**config.mk**
```make
export PLATFORM = sky130hd
export DESIGN_NAME = ascon_wb_regs
export DESIGN_NICKNAME = d
export VERILOG_FILES = /design/src/rtl/ascon_wb_regs.sv
export SDC_FILE = /design/constraint.sdc
export NUM_CORES = 1
export LEC_CHECK = 0
export ABC_AREA = 1
export CAP_MARGIN = 20
export CORE_MARGIN = 2
export CORE_UTILIZATION = 38
export DETAILED_ROUTE_END_ITERATION = 6
export HOLD_SLACK_MARGIN = 0.06
export PLACE_DENSITY = 0.86
export SLEW_MARGIN = 20
export SYNTH_ARGS = -nofsm -noshare
export SYNTH_HDL_FRONTEND = slang
export SYNTH_SLANG_ARGS = --single-unit
```
**constraint.sdc**
```tcl
create_clock -name clk -period 2.2 [get_ports clk]
set_input_delay 0.22 -clock clk [delete_from_list [all_inputs] [get_ports clk]]
set_output_delay 0.22 -clock clk [all_outputs]
set_load 0.1 [all_outputs]
```
**src/rtl/ascon_wb_regs.sv**
```systemverilog
// Wishbone classic slave for the ASCON accelerator: buffer pass-through plus CTRL/LEN/STATUS registers.
// Optional interrupt enable (CTRL bit8) and irq output are built only when ASCON_WB_IRQ_EN is defined.
module ascon_wb_regs #(
    parameter logic [31:0] BASE_ADDR = 32'h3000_0000
) (
    input  logic        clk,
    input  logic        nRST,
    input  logic        wbs_cyc_i,
    input  logic        wbs_stb_i,
    input  logic        wbs_we_i,
    input  logic [31:0] wbs_adr_i,
    input  logic [31:0] wbs_dat_i,
    input  logic [3:0]  wbs_sel_i,
    output logic        wbs_ack_o,
    output logic [31:0] wbs_dat_o,
    output logic        wb_we,
    output logic [4:0]  wb_addr,
    output logic [31:0] datain_wb,
    input  logic [31:0] mem_dataout,
    output logic        busy,
    output logic [6:0]  datalen,
    output logic        mode,
    input  logic        ascon_done,
    output logic        irq
);

    typedef enum logic [1:0] {IDLE, RD_WAIT, ACK} state_t;

    state_t      state_q, state_d;
    logic [4:0]  addr_q;
    logic [31:0] dat_o_q, dat_o_d;
    logic        busy_q, busy_d;
    logic        done_q, done_d;
    logic        mode_q, mode_d;
    logic [6:0]  len_q, len_d;
    logic        rd_blk_q, rd_blk_d;
    logic        irq_en_q;

    logic        hit, start, is_buf, buf_wr, ctrl_wr;
    logic [7:0]  offset;
    logic [31:0] reg_rdata;

    assign offset  = wbs_adr_i[7:0];
    assign hit     = wbs_cyc_i & wbs_stb_i & (wbs_adr_i[31:8] == BASE_ADDR[31:8]);
    assign start   = (state_q == IDLE) & hit;
    assign is_buf  = ~offset[7];
    assign buf_wr  = start & wbs_we_i & is_buf & ~busy_q;
    assign ctrl_wr = start & wbs_we_i & (offset == 8'h80);

    // Buffer strobe and address are presented combinationally in the detection cycle
    assign wb_we     = ~buf_wr;
    assign wb_addr   = start ? wbs_adr_i[6:2] : addr_q;
    assign datain_wb = buf_wr ? wbs_dat_i : 32'h0;

    assign wbs_ack_o = (state_q == ACK);
    assign wbs_dat_o = dat_o_q;
    assign busy      = busy_q;
    assign datalen   = len_q;
    assign mode      = mode_q;
    assign irq       = done_q & irq_en_q;

    wire unused_ok = &{1'b0, wbs_sel_i, wbs_adr_i[1:0], wbs_dat_i};

    always_comb begin
        reg_rdata = 32'h0;
        case (offset)
            8'h80:   reg_rdata = {23'h0, irq_en_q, 6'h0, mode_q, 1'b0};
            8'h84:   reg_rdata = {25'h0, len_q};
            8'h88:   reg_rdata = {30'h0, done_q, busy_q};
            default: reg_rdata = 32'h0;
        endcase
    end

    always_comb begin
        state_d  = state_q;
        dat_o_d  = dat_o_q;
        busy_d   = busy_q;
        done_d   = done_q;
        mode_d   = mode_q;
        len_d    = len_q;
        rd_blk_d = rd_blk_q;
        case (state_q)
            IDLE: begin
                if (hit) begin
                    if (!wbs_we_i && is_buf) begin
                        state_d  = RD_WAIT;
                        rd_blk_d = busy_q;
                    end else begin
                        state_d = ACK;
                    end
                    if (!wbs_we_i && !is_buf) begin
                        dat_o_d = reg_rdata;
                    end
                end
            end
            RD_WAIT: begin
                dat_o_d = rd_blk_q ? 32'h0 : mem_dataout;
                state_d = ACK;
            end
            ACK:     state_d = IDLE;
            default: state_d = IDLE;
        endcase

        if (start && wbs_we_i && !busy_q) begin
            if (offset == 8'h80) begin
                mode_d = wbs_dat_i[1];
                if (wbs_dat_i[0] && (len_q != 7'd0)) begin
                    busy_d = 1'b1;
                end
            end
            if (offset == 8'h84) begin
                len_d = wbs_dat_i[6:0];
            end
        end
        if (start && wbs_we_i && (offset == 8'h88) && wbs_dat_i[1]) begin
            done_d = 1'b0;
        end
        // Completion has priority over a simultaneous DONE clear
        if (ascon_done && busy_q) begin
            busy_d = 1'b0;
            done_d = 1'b1;
        end
    end

    always_ff @(posedge clk or negedge nRST) begin
        if (!nRST) begin
            state_q  <= IDLE;
            addr_q   <= 5'd0;
            dat_o_q  <= 32'h0;
            busy_q   <= 1'b0;
            done_q   <= 1'b0;
            mode_q   <= 1'b0;
            len_q    <= 7'd0;
            rd_blk_q <= 1'b0;
        end else begin
            state_q  <= state_d;
            addr_q   <= wb_addr;
            dat_o_q  <= dat_o_d;
            busy_q   <= busy_d;
            done_q   <= done_d;
            mode_q   <= mode_d;
            len_q    <= len_d;
            rd_blk_q <= rd_blk_d;
        end
    end

`ifdef ASCON_WB_IRQ_EN
    always_ff @(posedge clk or negedge nRST) begin
        if (!nRST) begin
            irq_en_q <= 1'b0;
        end else if (ctrl_wr && !busy_q) begin
            irq_en_q <= wbs_dat_i[8];
        end
    end
`else
    assign irq_en_q = 1'b0;
    wire unused_ctrl = &{1'b0, ctrl_wr};
`endif

endmodule

```
# == Word-level counts from Yosys, hierarchy flattened ==
# Cells that the tools add are included.
# classes
eq_ne,8
bitwise,9
n_reduce_logical,22
mux,16
# op_table
op,count
32-bit 2-to-1 mux,4
32-bit one-hot mux with 2 select lines,1
"24-bit by 22-bit == test with 1-bit output, second input constant",1
"8-bit == test, second input constant",3
7-bit one-hot mux with 3 select lines,1
2-bit nonzero test,5
3-bit AND reduction,3
1-bit logical AND,8
7-bit nonzero test,1
1-bit AND,6
1-bit 2-to-1 mux,6
5-bit 2-to-1 mux,1
2-bit 2-to-1 mux,2
2-bit one-hot mux with 2 select lines,1
2-bit AND reduction,2
1-bit inverter,3
"2-bit by 1-bit == test with 1-bit output, second input constant",1
"2-bit == test, second input constant",1
1-bit logical NOT,2
2-bit logical NOT,1
"2-bit by 1-bit inequality test with 1-bit output, second input constant",1
"2-bit inequality test, second input constant",1
# totals
elab_cells,63
reg_bits,50
output_inout_bits,81

# == Logic depth before layout (Yosys ltp) ==
# Gate-level depths: netlist of run 1.
# depth
depth_word,8
depth_mapped,10

# == Least setup slack after synthesis of run 1 ==
# No wires, ideal clock.
# synth_timing
path_type,reg-to-reg
from,register state_q[0]
to,register addr_q[0]
required_time_ns,1.847
synth_period_minus_slack_ns,3.456
slack_ns,-1.256
stages_incl_launch_ff,4
arrival_time_ns,3.103
n_path_buf,0
setup_ns,0.353
path_cell_list,dfrtp_1 -> nor2_1 -> nand2_1 -> o21ai_0
# synth_between
elab_chain_len,3
# synth_rtl
item,line_no,rtl
"start, declared",29,"state_t state_q, state_d;"
"start signal, assigned",136,state_q <= state_d;
2-bit logical NOT,45,assign start = (state_q == IDLE) & hit;
1-bit AND,45,
5-bit 2-to-1 mux,52,assign wb_addr = start ? wbs_adr_i[6:2] : addr_q;
named net wb_addr[0],17,"output logic [4:0] wb_addr,"
"end signal, assigned",137,addr_q <= wb_addr;
"end, declared",30,logic [4:0] addr_q;
# The timed path passes the listed nets, and every way through them passes these cells.
# A chain may end at the register's enable or synchronous reset.

# == Worst setup path in the final report of run 1 ==
# layout_timing
from,input port wbs_cyc_i
to,output port datain_wb[1]
# layout_between
elab_chain_len,7
# layout_rtl
item,line_no,rtl
"start, declared",8,"input logic wbs_cyc_i,"
1-bit AND (2 in a row),44,assign hit = wbs_cyc_i & wbs_stb_i & (wbs_adr_i[31:8] == BASE_ADDR[31:8]);
1-bit AND,45,
1-bit AND,--,
1-bit AND (2 in a row),47,assign buf_wr = start & wbs_we_i & is_buf & ~busy_q;
32-bit 2-to-1 mux,53,assign datain_wb = buf_wr ? wbs_dat_i : 32'h0;
"end, declared",18,"output logic [31:0] datain_wb,"
# No other way between the ends.

==> results.cfg, run 1 <==
[clocking]
clk_pin_slew_ps = 90
cts_buffer_depth = 2
cts_tree = done
cts_sinks = 50
root_buffer = clkbuf_8
cts_buffers = 5
clock_latency_ps = 300
htreeDepth = 2

[logic_synthesis]
yosysSeqAreaShare_pct = 46.8
synthesis.nets = 475
ys_warn_count = 0
synth_edf_count = 0
syn_area_per_cell_um2 = 7.25
ys_types = 23
syn_inst = 369
ys_ff_latch = 50
synthFlopType = dfrtp_1
syn_area_mm2 = 0.00267
synthArstFlopShare_pct = 100

[final_layout]
drive_above_1_share_pct = 26.5
layout_common_cells = 117 x nand2_1, 76 x clkdlybuf4s50_1, 56 x buf_4, 51 x inv_1, 50 x nand3_1
nets = 668
n_antenna_cell = 0
area_growth_pct = 103
final_common_cell = nand2_1
n_fill_cell = 438
stdcell_area_mm2 = 0.00542

[placed_design]
placed_area_mm2 = 0.00514
gp_congestion = 0.839
io_buffers = 181
dp_slack_ps = 8.01
hpwl_um = 7390

[floorplan]
start_util_pct = 39.4
die_y_um = 87.9
fp.dieW_um = 87.9
ioPinCount = 187
num_rows = 30
dieArea_mm2 = 0.00772
core_mm2 = 0.00679

[setup_path]
cp.required_ps = 1980
ff2ff_path_depth = 5
reg2reg_from = state_q[0]
rrSetupSlack_ps = 560
path_max_fanout = 7
endpoint_kind = output port
worstReg2RegEnd = datalen[0]
cp.arrival_ps = 1930
startpoint_type = input pin
crit_type = input pin to output port

[drt]
first_pass_iters = 5
drc = 0
viasPerCell = 4.73
drt_iter0_drc = 158
wl_per_cell_um = 14.5
routed-wl-met3_um = 476
wl_met1_um = 3640
drtAntennaViolNets = 0
wirelength_um = 9540
vias = 3110
topRoutingLayerUsed = met4
dr_wl_met2_um = 5180

[global_route]
grt_overflow_total = 0
antenna_found_initial = 0
first_global_vias = 3122
track_usage_pct = 23.8
grt_pass1_wl_um = 14600
grt_max_degree = 42

[min_path]
hp-class = input pin to asynchronous set/reset pin

[status]
status = completed

[timing]
finalWorstSetupSlack_ps = 52.1
setup_violations = 0
fin_skew_ps = 6.76
finalCriticalPeriod_ps = 2150
slew_violations = 0
max_freq_ghz = 0.466
finalHoldViolCount = 0
finalCritPeriodShare_pct = 97.6

[power_and_ir_drop]
power_leakage_uw = 0.00286
powerDensity_mw_per_mm2 = 339
power_uw = 1840
ir_drop_uv = 281

[job]
max-cap-violations = 0
area by class of cell:
| cell class | count | area (µm²) | area share [%] |
|---|---|---|---|
| clock buffers | 6 | 82.6 | 1.52 |
| clock inverters | 1 | 30.0 | 0.554 |
| inverters | 51 | 191 | 3.53 |
| multi-input cells | 253 | 1380 | 25.5 |
| flip-flops and latches | 50 | 1250 | 23.1 |
| well taps | 96 | 120 | 2.22 |
| repair buffers | 201 | 2360 | 43.5 |
registers in the layout, indices dropped and copies added (netlist names):
name	flops
mode	1
done_q	1
datalen	7
rd_blk_q	1
state_q	2
busy	1
wbs_dat_o	32
addr_q	5
kinds of logic after synthesis:
group	share of synthesized area (%)
AND/OR/NAND/NOR	38.3
flip-flops	46.8
other	0.140
buffers and inverters	10.2
AO/OA/AOI/OAI	4.49
per-layer routing:
metal  vias up  track usage [%]
met2       102             42.0
met4         0             8.53
li1       1512                -
met3        22             3.77
met1      1474             29.3
met5         -                0
report_power, final:
part	total (µW)	switching (µW)	internal [µW]	leakage, µW
clock	650	286	364	0.0000573
sequential	921	1.04	920	0.000653
combinational	266	103	163	0.00215
stage by stage:
step | utilization [%] | cells | hold slack (ps) | TNS [ps]
after global routing | 79.7 | 658 | 459 | -27.3
after floorplan | - | 369 | -75.6 | -2350
after CTS | 77.6 | 654 | 438 | -1.12
after global placement | 75.7 | 645 | 195 | 0
after detailed placement | 75.7 | 645 | 212 | 0
final | 79.7 | 658 | 420 | 0
Yosys cell counts (3+ instances only):
cell type	number	area (µm²)
nor2_2	10	62.6
buf_1	3	11.3
o21ai_0	11	55.1
nor2_1	40	150
o21bai_1	8	60.1
buf_6	3	33.8
inv_1	51	191
dfrtp_1	50	1250
nand3_1	50	250
nor3_1	6	30.0
nand2_1	118	443
clkbuf_1	8	30.0
worst max path at each step:
stage / start / to / slack [ps] / cells after the start
floorplan: state_q[0] / addr_q[0] / -420 / 3
global placement: wbs_adr_i[29] / datain_wb[26] / 40 / 11
detailed placement: wbs_adr_i[29] / wb_addr[2] / 8 / 11
CTS: wbs_adr_i[19] / datain_wb[0] / -0.6 / 12
global route: wbs_cyc_i / datain_wb[1] / -30 / 11
finish: wbs_cyc_i / datain_wb[1] / 50 / 11
critical path, stage by stage:
cell             delay [ps]
clkdlybuf4s50_1         460
nand2_1                  50
nor2_1                   90
nand2_1                 100
nor2_4                  140
nand3_4                 110
nor2_8                  160
nand2_8                  90
clkbuf_16               190
nor2_4                  130
buf_12                  180
timing repair:
item,in CTS,in global routing
gates resized for setup,1,27
hold endpoints to repair,20,0
setup buffers,1,2
pin swaps,1,23
gates cloned,0,2
endpoints found under the setup margin,2,37
hold buffers,1,0
Note: power is estimated with default switching activity, not from simulation.
==> run 2: changes to the inputs <==
PLACE_DENSITY = 0.91   (was 0.86)
==> run 2 against run 1 <==
First-iteration DRC count up 26%; combinational power is essentially flat; wire length up 1.4%; die area stayed put; clock-buffer cell count is 1 lower; core utilization rose by 0.42 points.
==> results.cfg, run 2 (synthesis gave the netlist of run 1 again) <==
[timing]
setup_violations = 0
whs_ps = 373
finalCritPeriodShare_pct = 97.1
slew_violations = 0
final.setup.tns_ps = 0
fin_skew_ps = 7.06
finalCriticalPeriod_ps = 2140
max_freq_ghz = 0.468
finalHoldViolCount = 0

[floorplan]
fp.dieW_um = 87.9
start_util_pct = 39.4
die_y_um = 87.9
num_rows = 30
dieArea_mm2 = 0.00772
ioPinCount = 187
core_mm2 = 0.00679

[setup_path]
rrSetupSlack_ps = 470
path_buf_inv = 3
cp.arrival_ps = 1920
startpoint_type = input pin
path_max_fanout = 6
crit_start = wbs_adr_i[30]
endpoint_kind = output port
path_cells = clkdlybuf4s50_1, nor3_2, nand2_1, nor2_4, nand3_4, nor2_8, nand2_8, clkbuf_16, nor2_4, buf_12
reg2reg_from = state_q[0]
cp_top_family = simple AND/OR/NAND/NOR gates
worst_path_largest_cell_delay_ps = 420
cp.required_ps = 1980
crit_path_frequent_cell = nor2_4
crit_slowest_cell = clkdlybuf4s50_1
crit_type = input pin to output port

[global_route]
first_global_vias = 3159
antenna_found_initial = 0
grt_pass1_wl_um = 14700
grt_max_degree = 42
track_usage_pct = 24.0
grt_overflow_total = 0

[drt]
drc = 0
wirelength_um = 9680
vias = 3125
first_pass_iters = 4
drt_iter0_drc = 199
viasPerCell = 4.76
wl_per_cell_um = 14.7
drtAntennaViolNets = 0

[final_layout]
drive_above_1_share_pct = 27.5
final_common_cell = nand2_1
utilization_pct = 80.2
largest_reg_flops = 32
layout.cells.non_filler = 657
layout_common_cells = 116 x nand2_1, 75 x clkdlybuf4s50_1, 53 x buf_4, 51 x inv_1, 50 x nand3_1
n_fill_cell = 419
area_growth_pct = 104
stdcell_area_mm2 = 0.00545
nets = 666
n_antenna_cell = 0

[placed_design]
gp_congestion = 0.868
placed_area_mm2 = 0.00516
dpl.cell_count = 644
io_buffers = 181
hpwl_um = 7390

[power_and_ir_drop]
ir_drop_uv = 249
powerDensity_mw_per_mm2 = 337
power_leakage_uw = 0.00287

[clocking]
htreeDepth = 2
cts_buffers = 5
clk_pin_slew_ps = 90
cts_buffer_depth = 2
root_buffer = clkbuf_8
cts_sinks = 50
cts_tree = done
clock_latency_ps = 300

[status]
status = completed

[min_path]
hp-class = input pin to asynchronous set/reset pin

[job]
max-cap-violations = 0
==> run 2: cell count changes in the layout (fill, tap and decap cells not counted), moves of 2 or more <==
| cell | change |
|---|---|
| buf_4 | -3 |
| clkinvlp_4 | +2 |
| o21ai_1 | -3 |
| nor2_2 | +2 |
| nor2_1 | -2 |
| o21ai_2 | +3 |
| buf_12 | +2 |
==> run 2: layout make-up <==
class	instances	area, µm²	area share, %
flip-flops and latches	50	1250	23.0
clock inverters	3	45.0	0.827
multi-input cells	253	1400	25.7
well taps	96	120	2.21
clock buffers	5	68.8	1.26
repair buffers	199	2370	43.5
inverters	51	191	3.51
==> run 2: what timing repair did <==
item | in CTS | in global routing
endpoints found under the hold margin | 18 | 0
resized for setup | 0 | 34
hold buffers | 1 | 0
gates cloned | 0 | 2
pin swaps | 0 | 28
buffers inserted | 0 | 2
endpoints found under the setup margin | 3 | 37
==> run 2: metrics by stage <==
stage / power (µW) / setup WS [ps]
3_3_place_gp: 1200 / 34.8
4_1_cts: 1850 / -25.6
3_5_place_dp: 1210 / -25.1
5_1_grt: 1900 / -2.68
2_1_floorplan: 996 / -418
6_report: 1840 / 64.4
==> run 2: power breakdown <==
| part | leakage, µW | switching, µW | internal, µW |
|---|---|---|---|
| logic | 0.00217 | 103 | 163 |
| clock network | 0.0000504 | 310 | 338 |
| registers | 0.000653 | 1.16 | 920 |
| total | 0.00287 | 414 | 1420 |
==> run 2: path summary, 6_finish.rpt <==
path / end / cells after the start
setup / recovery: datain_wb[14] / 10
hold / removal: wbs_dat_o[31] / 2
setup reg to reg: datalen[4] / 5
hold reg to reg: wbs_dat_o[21] / 2
max in group asynchronous: busy / 3
min in group clk: wbs_dat_o[17] / 3
==> run 2: layer usage <==
metal	up-vias	track usage, %	wire [µm]
li1	1517	-	-
met1	1499	28.9	3700
met2	97	45.2	5470
met3	12	3.58	399
met4	0	4.90	112
met5	-	0	0
==> run 3: changes to the inputs <==
CTS_CLUSTER_SIZE = 25   (was not set)
SKIP_LAST_GASP = 1   (was not set)
==> results of run 3 <==
Final layout, timing and power as in run 2 (identical DEF).
